[src/rtl/rv32i_mmio_timer_if.sv]
// CPU data-port view of the timer's register window: store strobe, address,
// store data, and the combinational select/read-data returned to the read mux.
interface rv32i_mmio_timer_if;
  logic        Memwrite;
  logic [31:0] Memaddr;
  logic [31:0] MemWdata;
  logic        sel;
  logic [31:0] rdata;

  modport master (
    output Memwrite,
    output Memaddr,
    output MemWdata,
    input  sel,
    input  rdata
  );

  modport slave (
    input  Memwrite,
    input  Memaddr,
    input  MemWdata,
    output sel,
    output rdata
  );
endinterface

[src/rtl/rv32i_mmio_timer.sv]
// Memory-mapped prescaled 32-bit timer with compare match, overflow flag and
// a registered level interrupt, sitting on the RV32I data port.
module rv32i_mmio_timer #(
  parameter logic [31:0] BASE_ADDR = 32'hFFFF_2000,
  parameter int          PRESC_W   = 16
) (
  input  logic                clk,
  input  logic                reset,
  rv32i_mmio_timer_if.slave   bus,
  output logic                irq
);

  localparam logic [2:0] OFF_CTRL   = 3'd0;
  localparam logic [2:0] OFF_PRESC  = 3'd1;
  localparam logic [2:0] OFF_COUNT  = 3'd2;
  localparam logic [2:0] OFF_CMP    = 3'd3;
  localparam logic [2:0] OFF_STATUS = 3'd4;

  logic [2:0]         ctrl_q,   ctrl_d;
  logic [PRESC_W-1:0] presc_q,  presc_d;
  logic [PRESC_W-1:0] pcnt_q,   pcnt_d;
  logic [31:0]        count_q,  count_d;
  logic [31:0]        cmp_q,    cmp_d;
  logic [1:0]         status_q, status_d;
  logic               irq_q,    irq_d;

  logic       wr;
  logic [2:0] off;
  logic       wr_ctrl, wr_presc, wr_count, wr_cmp, wr_status;
  logic       tick;
  logic       hit;
  logic [1:0] status_set, status_clr;
  logic       addr_lsb_unused;

  // Byte-lane bits are irrelevant: only full-word accesses exist.
  assign addr_lsb_unused = ^bus.Memaddr[1:0];

  assign bus.sel = (bus.Memaddr[31:5] == BASE_ADDR[31:5]);
  assign wr      = bus.sel & bus.Memwrite;
  assign off     = bus.Memaddr[4:2];

  always_comb begin
    wr_ctrl   = wr && (off == OFF_CTRL);
    wr_presc  = wr && (off == OFF_PRESC);
    wr_count  = wr && (off == OFF_COUNT);
    wr_cmp    = wr && (off == OFF_CMP);
    wr_status = wr && (off == OFF_STATUS);
  end

  always_comb begin
    ctrl_d     = wr_ctrl  ? bus.MemWdata[2:0]         : ctrl_q;
    presc_d    = wr_presc ? bus.MemWdata[PRESC_W-1:0] : presc_q;
    cmp_d      = wr_cmp   ? bus.MemWdata              : cmp_q;
    tick       = ctrl_q[0] && (pcnt_q == presc_q);
    hit        = (count_q == cmp_q);
    pcnt_d     = pcnt_q + PRESC_W'(1);
    count_d    = count_q;
    status_set = 2'b00;
    status_clr = wr_status ? bus.MemWdata[1:0] : 2'b00;

    // Reconfiguring the timing restarts the prescale period from zero.
    if (!ctrl_q[0] || wr_ctrl || wr_presc || tick) begin
      pcnt_d = '0;
    end

    if (tick) begin
      if (hit) begin
        status_set[0] = 1'b1;
      end
      if (hit && ctrl_q[1]) begin
        count_d = '0;
      end else begin
        count_d = count_q + 32'd1;
        if (count_q == 32'hFFFF_FFFF) begin
          status_set[1] = 1'b1;
        end
      end
    end

    // A CPU store to COUNT overrides whatever the tick computed.
    if (wr_count) begin
      count_d = bus.MemWdata;
    end

    irq_d = ctrl_q[2] & (|status_q);
  end

  // Hardware set wins over a write-1-to-clear in the same cycle.
  genvar gi;
  generate
    for (gi = 0; gi < 2; gi++) begin : g_flag
      assign status_d[gi] = status_set[gi] | (status_q[gi] & ~status_clr[gi]);
    end
  endgenerate

  always_ff @(posedge clk or negedge reset) begin
    if (!reset) begin
      ctrl_q   <= '0;
      presc_q  <= '0;
      pcnt_q   <= '0;
      count_q  <= '0;
      cmp_q    <= 32'hFFFF_FFFF;
      status_q <= '0;
      irq_q    <= 1'b0;
    end else begin
      ctrl_q   <= ctrl_d;
      presc_q  <= presc_d;
      pcnt_q   <= pcnt_d;
      count_q  <= count_d;
      cmp_q    <= cmp_d;
      status_q <= status_d;
      irq_q    <= irq_d;
    end
  end

  assign irq = irq_q;

  always_comb begin
    bus.rdata = 32'd0;
    if (bus.sel) begin
      case (off)
        OFF_CTRL:   bus.rdata = {29'd0, ctrl_q};
        OFF_PRESC:  bus.rdata = 32'(presc_q);
        OFF_COUNT:  bus.rdata = count_q;
        OFF_CMP:    bus.rdata = cmp_q;
        OFF_STATUS: bus.rdata = {30'd0, status_q};
        default:    bus.rdata = 32'd0;
      endcase
    end
  end

endmodule

[src/flat_wrapper.sv]
// flat-port wrapper written by rule: the top's interface ports become plain ports
module rv32i_mmio_timer_flat 
#(
  parameter logic [31:0] BASE_ADDR = 32'hFFFF_2000,
  parameter int          PRESC_W   = 16
)
  (clk, reset, irq, bus_Memwrite, bus_Memaddr, bus_MemWdata, bus_sel, bus_rdata);
  rv32i_mmio_timer_if bus_i ();
  input  logic clk;
  input  logic reset;
  output logic irq;
  input wire logic [$bits(bus_i.Memwrite)-1:0] bus_Memwrite;
  input wire logic [$bits(bus_i.Memaddr)-1:0] bus_Memaddr;
  input wire logic [$bits(bus_i.MemWdata)-1:0] bus_MemWdata;
  output wire logic [$bits(bus_i.sel)-1:0] bus_sel;
  output wire logic [$bits(bus_i.rdata)-1:0] bus_rdata;
  assign bus_i.Memwrite = bus_Memwrite;
  assign bus_i.Memaddr = bus_Memaddr;
  assign bus_i.MemWdata = bus_MemWdata;
  assign bus_sel = bus_i.sel;
  assign bus_rdata = bus_i.rdata;
  rv32i_mmio_timer #(.BASE_ADDR(BASE_ADDR), .PRESC_W(PRESC_W)) u_core (.clk(clk), .reset(reset), .bus(bus_i), .irq(irq));
endmodule
[config.mk]
export PLATFORM = sky130hd
export DESIGN_NAME = rv32i_mmio_timer_flat
export DESIGN_NICKNAME = d
export VERILOG_FILES = /design/src/rtl/rv32i_mmio_timer_if.sv /design/src/rtl/rv32i_mmio_timer.sv /design/src/flat_wrapper.sv
export SDC_FILE = /design/constraint.sdc
export NUM_CORES = 1
export LEC_CHECK = 0
export CAP_MARGIN = 20
export CORE_ASPECT_RATIO = 1.5
export CORE_UTILIZATION = 47
export CTS_CLUSTER_DIAMETER = 30
export DETAILED_ROUTE_END_ITERATION = 16
export PLACE_DENSITY = 0.69
export SETUP_SLACK_MARGIN = 0.2
export SLEW_MARGIN = 30
export SYNTH_ARGS = -nofsm -noshare
export SYNTH_HDL_FRONTEND = slang
export SYNTH_SLANG_ARGS = --single-unit
[constraint.sdc]
create_clock -name clk -period 3 [get_ports clk]
set_input_delay 0.6 -clock clk [delete_from_list [all_inputs] [get_ports clk]]
set_output_delay 0.6 -clock clk [all_outputs]
set_load 0.05 [all_outputs]
# After elaboration in Yosys (flattened, before gate mapping)
# Cells that the tools add are included.
# W data, S select, Z words.
[word_totals] regBits=102 wordCells=50 output_inout_bits=34
[classes] muxes=11 n_addsub=2 n_eq_ne=8 bitwise_logic=8 n_reduce_logical=14
[ops] cell="$pmux W32 S5" n=1
[ops] cell="$mux W32" n=4
[ops] cell="$add A32 B1 Y32 const B" n=1
[ops] cell="$eq A32 B32 Y1" n=1
[ops] cell="$eq A32 B32 Y1 const B" n=1
[ops] cell="$eq A27 B27 Y1 const B" n=1
[ops] cell="$add A16 B1 Y16 const B" n=1
[ops] cell="$eq A16 B16 Y1" n=1
[ops] cell="$mux W16" n=1
[ops] cell="$logic_and A1 B1 Y1" n=7
[ops] cell="$eq A3 B2 Y1 const B" n=2
[ops] cell="$and A1 B1 Y1" n=4
[ops] cell="$mux W2" n=2
[ops] cell="$eq A3 B1 Y1 const B" n=1
[ops] cell="$eq A3 B3 Y1 const B" n=1
[ops] cell="$logic_not A3 Y1" n=1
[ops] cell="$logic_or A1 B1 Y1" n=3
[ops] cell="$mux W1" n=3
[ops] cell="$not A1 Y1" n=2
[ops] cell="$or A1 B1 Y1" n=2
[ops] cell="$reduce_bool A2 Y1" n=1
[ops] cell="$reduce_or A2 Y1" n=1
[ops] cell="$logic_not A1 Y1" n=1

# Longest topological paths before layout
[logic_depth] depth_word=7 depth_mapped=10 depth_no_buf=8

# Least setup slack after synthesis
# Ideal clock, no wire load.
[synth_timing] kind="input port to output port" from="in bus_Memaddr[7]" to="out bus_rdata[21]" n_path_buf=1 arrival_ns=3.518 setup_slack_ns=-1.118 stages=6 t_required_ns=2.400 path_cell_list="nor4_1 -> nand4_1 -> nor4_2 -> nand2_1 -> clkbuf_1 -> nor2_1"
[synth_via] elab_chain_cells=2
[synth_rtl] item="start: declaration" line="flat_wrapper.sv:13" source="input wire logic [$bits(bus_i.Memaddr)-1:0] bus_Memaddr;"
[synth_rtl] item="$eq A27 B27 Y1" line="rv32i_mmio_timer.sv:38" source="assign bus.sel = (bus.Memaddr[31:5] == BASE_ADDR[31:5]);"
[synth_rtl] item="named net bus_sel" line="flat_wrapper.sv:15" source="output wire logic [$bits(bus_i.sel)-1:0] bus_sel;"
[synth_rtl] item="$mux W32" line="rv32i_mmio_timer.sv:120" source="if (bus.sel) begin"
[synth_rtl] item="end: declaration" line="flat_wrapper.sv:16" source="output wire logic [$bits(bus_i.rdata)-1:0] bus_rdata;"
# The timed path passes the listed nets, and every way through them passes these cells.

# Worst setup path after layout
[layout_timing] from="in bus_Memaddr[10]" to="out bus_rdata[17]"
[layout_via] elab_chain_cells=2
[layout_rtl] item="$eq A27 B27 Y1" line="rv32i_mmio_timer.sv:38"
[layout_rtl] item="$mux W32" line="rv32i_mmio_timer.sv:120"
# Every way passes these cells.

==> out/metrics.cfg <==
[power_and_ir_drop]
swShare=0.2450
cell_internal_pwr_w=0.002052
p_sw_w=0.0006659
clockPowerShare=0.416
power_leakage_nw=3.380
vdd_drop_max_v=0.0003268
fin_total_pwr_w=0.002718
p_seq_frac=0.506
combPwrFrac=0.078
powerDensity_nw_per_um2=314.5

[global_routing]
met1_usage=0.3548
antenna_found_initial=0
grt_max_degree=48
gr-usage-met3=0.03674
grtUsageMet2=0.5192
top_usage_layer=met2
grt_pass1_vias=5962
gr-usage-all-layers=0.3005
grt_first_pass_wirelength_um=30840
overflow=0

[logic_synthesis]
async_flop_share=1.000
syn_nets=724
ys_top_cells_by_area=dfrtp_1, dfstp_2, mux2_2
yosysWarnings=0
synth-edff-count=0
netlist-cell-type-count=60
synth_cells=655
synth.avg_cell_area_um2=9.547
yosysSeqAreaShare=0.4146
synth-seq-cells=102
yosysTopAreaCellShare=0.2801
synthFlopType=dfrtp_1
synth_area_leader_cell=dfrtp_1
syn_area_um2=6253

[final_layout]
drive_above_1_share=0.3013
n_antenna_cell=0
nNetsFinal=834
most-common-layout-cells=dfrtp_1, nor2_1, xnor2_1, clkdlybuf4s50_1
fin_area_um2=8642
layout_commonest_cell=dfrtp_1
fillers=1021
final_core_util=0.6672
area_delta_synth_final_pct=38.20

[worst_setup_path]
crit_arrival_ns=2.26
crit_path_start_kind=input pin
crit_type=input pin to primary output
worstSetupEndpointType=primary output
cp.required_ns=2.40
path_max_fanout=8

[drt]
drcViolationCount=0
final_antenna_net_count=0
routed_wl_um=19500
via_per_inst=6.079
first_iter_violations=395
drtPass1Iterations=8
via_count=5647
wl_per_cell_um=20.99

[sta]
rsz0062_at_grt=true
fin_tns_setup_ns=0
drv_slew=0
worst_slew_margin_rel=0.5689
max_freq_ghz=0.3492
hold_viol=0
fin_crit_ns=2.863
tightest_slew_ns=0.6467
fin_crit_sh=0.9545
fin_ws_ns=0.1366
finalSetupViolCount=0
finClkSkew_ns=0.009991

[die]
die_x_um=96.18
rows=51
io_pins=101
die_area_um2=13780
initial_core_util=0.4828
fp.coreArea_um2=12950
die-height_um=143.3

[status]
status=finished, final reports clean

[clocking]
h-tree-depth=3
root_buffer=clkbuf_16
clkTransAtPathRegs_ns=0.07
cts_tree=yes
cts_buffers=9
clk_path_buf_depth=2
clkSinkCount=102
insertion_delay_ns=0.35

[placement]
portBuffers=98
dpl.hpwl_um=13860
place_area_um2=8150
place_congestion=0.8953
dp_worst_setup_slack_ns=-0.1701

[hold_path]
min_path_type=input pin to asynchronous set/reset pin

[job]
cap_violations=0

==> cell type report <==
type	count	area, µm²	share of cell area
multi-input combinational	509	3814	0.4413
clock buffer	9	225.2	0.02606
sequential	102	2592	0.3000
clock inverter	7	58.81	0.006805
inverter	3	11.26	0.001303
timing repair buffer	140	1742	0.2015
tap	159	198.9	0.02302
==> layer usage <==
metal  share of wire  vias up
met5               0        -
met2            0.52      193
met1            0.38     2796
met4           0.052        0
li1                -     2605
met3           0.044       53
==> sequential cells by signal, summed over array words and instances, names as in the netlist <==
signal	flops
u_core.ctrl_q	3
u_core.cmp_q	32
u_core.status_q	2
u_core.count_q	32
u_core.irq	1
u_core.presc_q	16
u_core.pcnt_q	16
==> Yosys cell counts, drive strengths merged (4+ instances only) <==
cell type  instances
nand2b             4
nor2             100
nand4             24
nor4              10
xnor2             44
buf               11
clkbuf            30
and3              15
nand3             23
nor3              14
dfrtp             70
nand4b             4
o21ai             25
or4                4
a31oi             20
dfstp             32
nand2             35
a21o               5
or3                4
a22oi             30
nand3b             8
a21oi             16
xor2              18
mux2              67
o31ai              5
==> kinds of logic after synthesis <==
| group | count (synthesis) | synth area share |
|---|---|---|
| buffers and inverters | 44 | 0.03021 |
| xor gates and xnor gates | 62 | 0.08683 |
| and+or+nand+nor | 256 | 0.2107 |
| muxes | 70 | 0.1275 |
| adders and majority gates | 2 | 0.004001 |
| DFF | 102 | 0.4146 |
| AOI/OAI and AO/OA | 119 | 0.1263 |
==> through the flow <==
stage	hold WS, ns	instances
after CTS	0.2904	928
after detailed placement	0.5054	902
after floorplan	0.3044	655
final	0.2718	929
after global placement	0.5099	902
after global routing	0.3119	929
==> power groups by stage <==
stage / Clock (W) / Combinational (W) / Sequential [W]
after floorplan: 0 / 0.0000474 / 0.00140
after global placement: 0 / 0.000200 / 0.00140
after detailed placement: 0 / 0.000204 / 0.00140
after CTS: 0.00115 / 0.000209 / 0.00138
after global routing: 0.00120 / 0.000225 / 0.00138
final: 0.00113 / 0.000211 / 0.00138
==> worst paths after layout <==
kind	from	to	slack [ns]	cells after the start
min in group clk	u_core.pcnt_q[0]$_DFF_PN0_	u_core.pcnt_q[0]$_DFF_PN0_	0.53	1
worst max register to register	u_core.cmp_q[1]$_DFFE_PN1P_	u_core.count_q[11]$_DFFE_PN0P_	0.46	8
worst max-delay path	bus_Memaddr[10]	bus_rdata[17]	0.14	10
worst min-delay path	reset	u_core.presc_q[12]$_DFFE_PN0P_	0.27	1
max in group asynchronous	reset	u_core.cmp_q[22]$_DFFE_PN1P_	1.99	2
worst min register to register	u_core.pcnt_q[0]$_DFF_PN0_	u_core.pcnt_q[0]$_DFF_PN0_	0.53	1
==> critical path, stage by stage <==
cell     delay [ns]
buf_2          0.11
nor4_2         0.25
nand4_1        0.20
nor4_4         0.30
buf_4          0.16
buf_6          0.11
nand2_8        0.08
buf_12         0.18
nor2_4         0.11
buf_12         0.14
==> timing repair <==
action	4_1_cts	5_1_grt
endpoints found under the hold margin	0	0
gates resized for setup	83	5
hold buffers	0	0
setup endpoints to repair	32	32
setup buffers	7	1
pin swaps	14	4
cloned	3	0
Power figures use the tool's default switching activity.
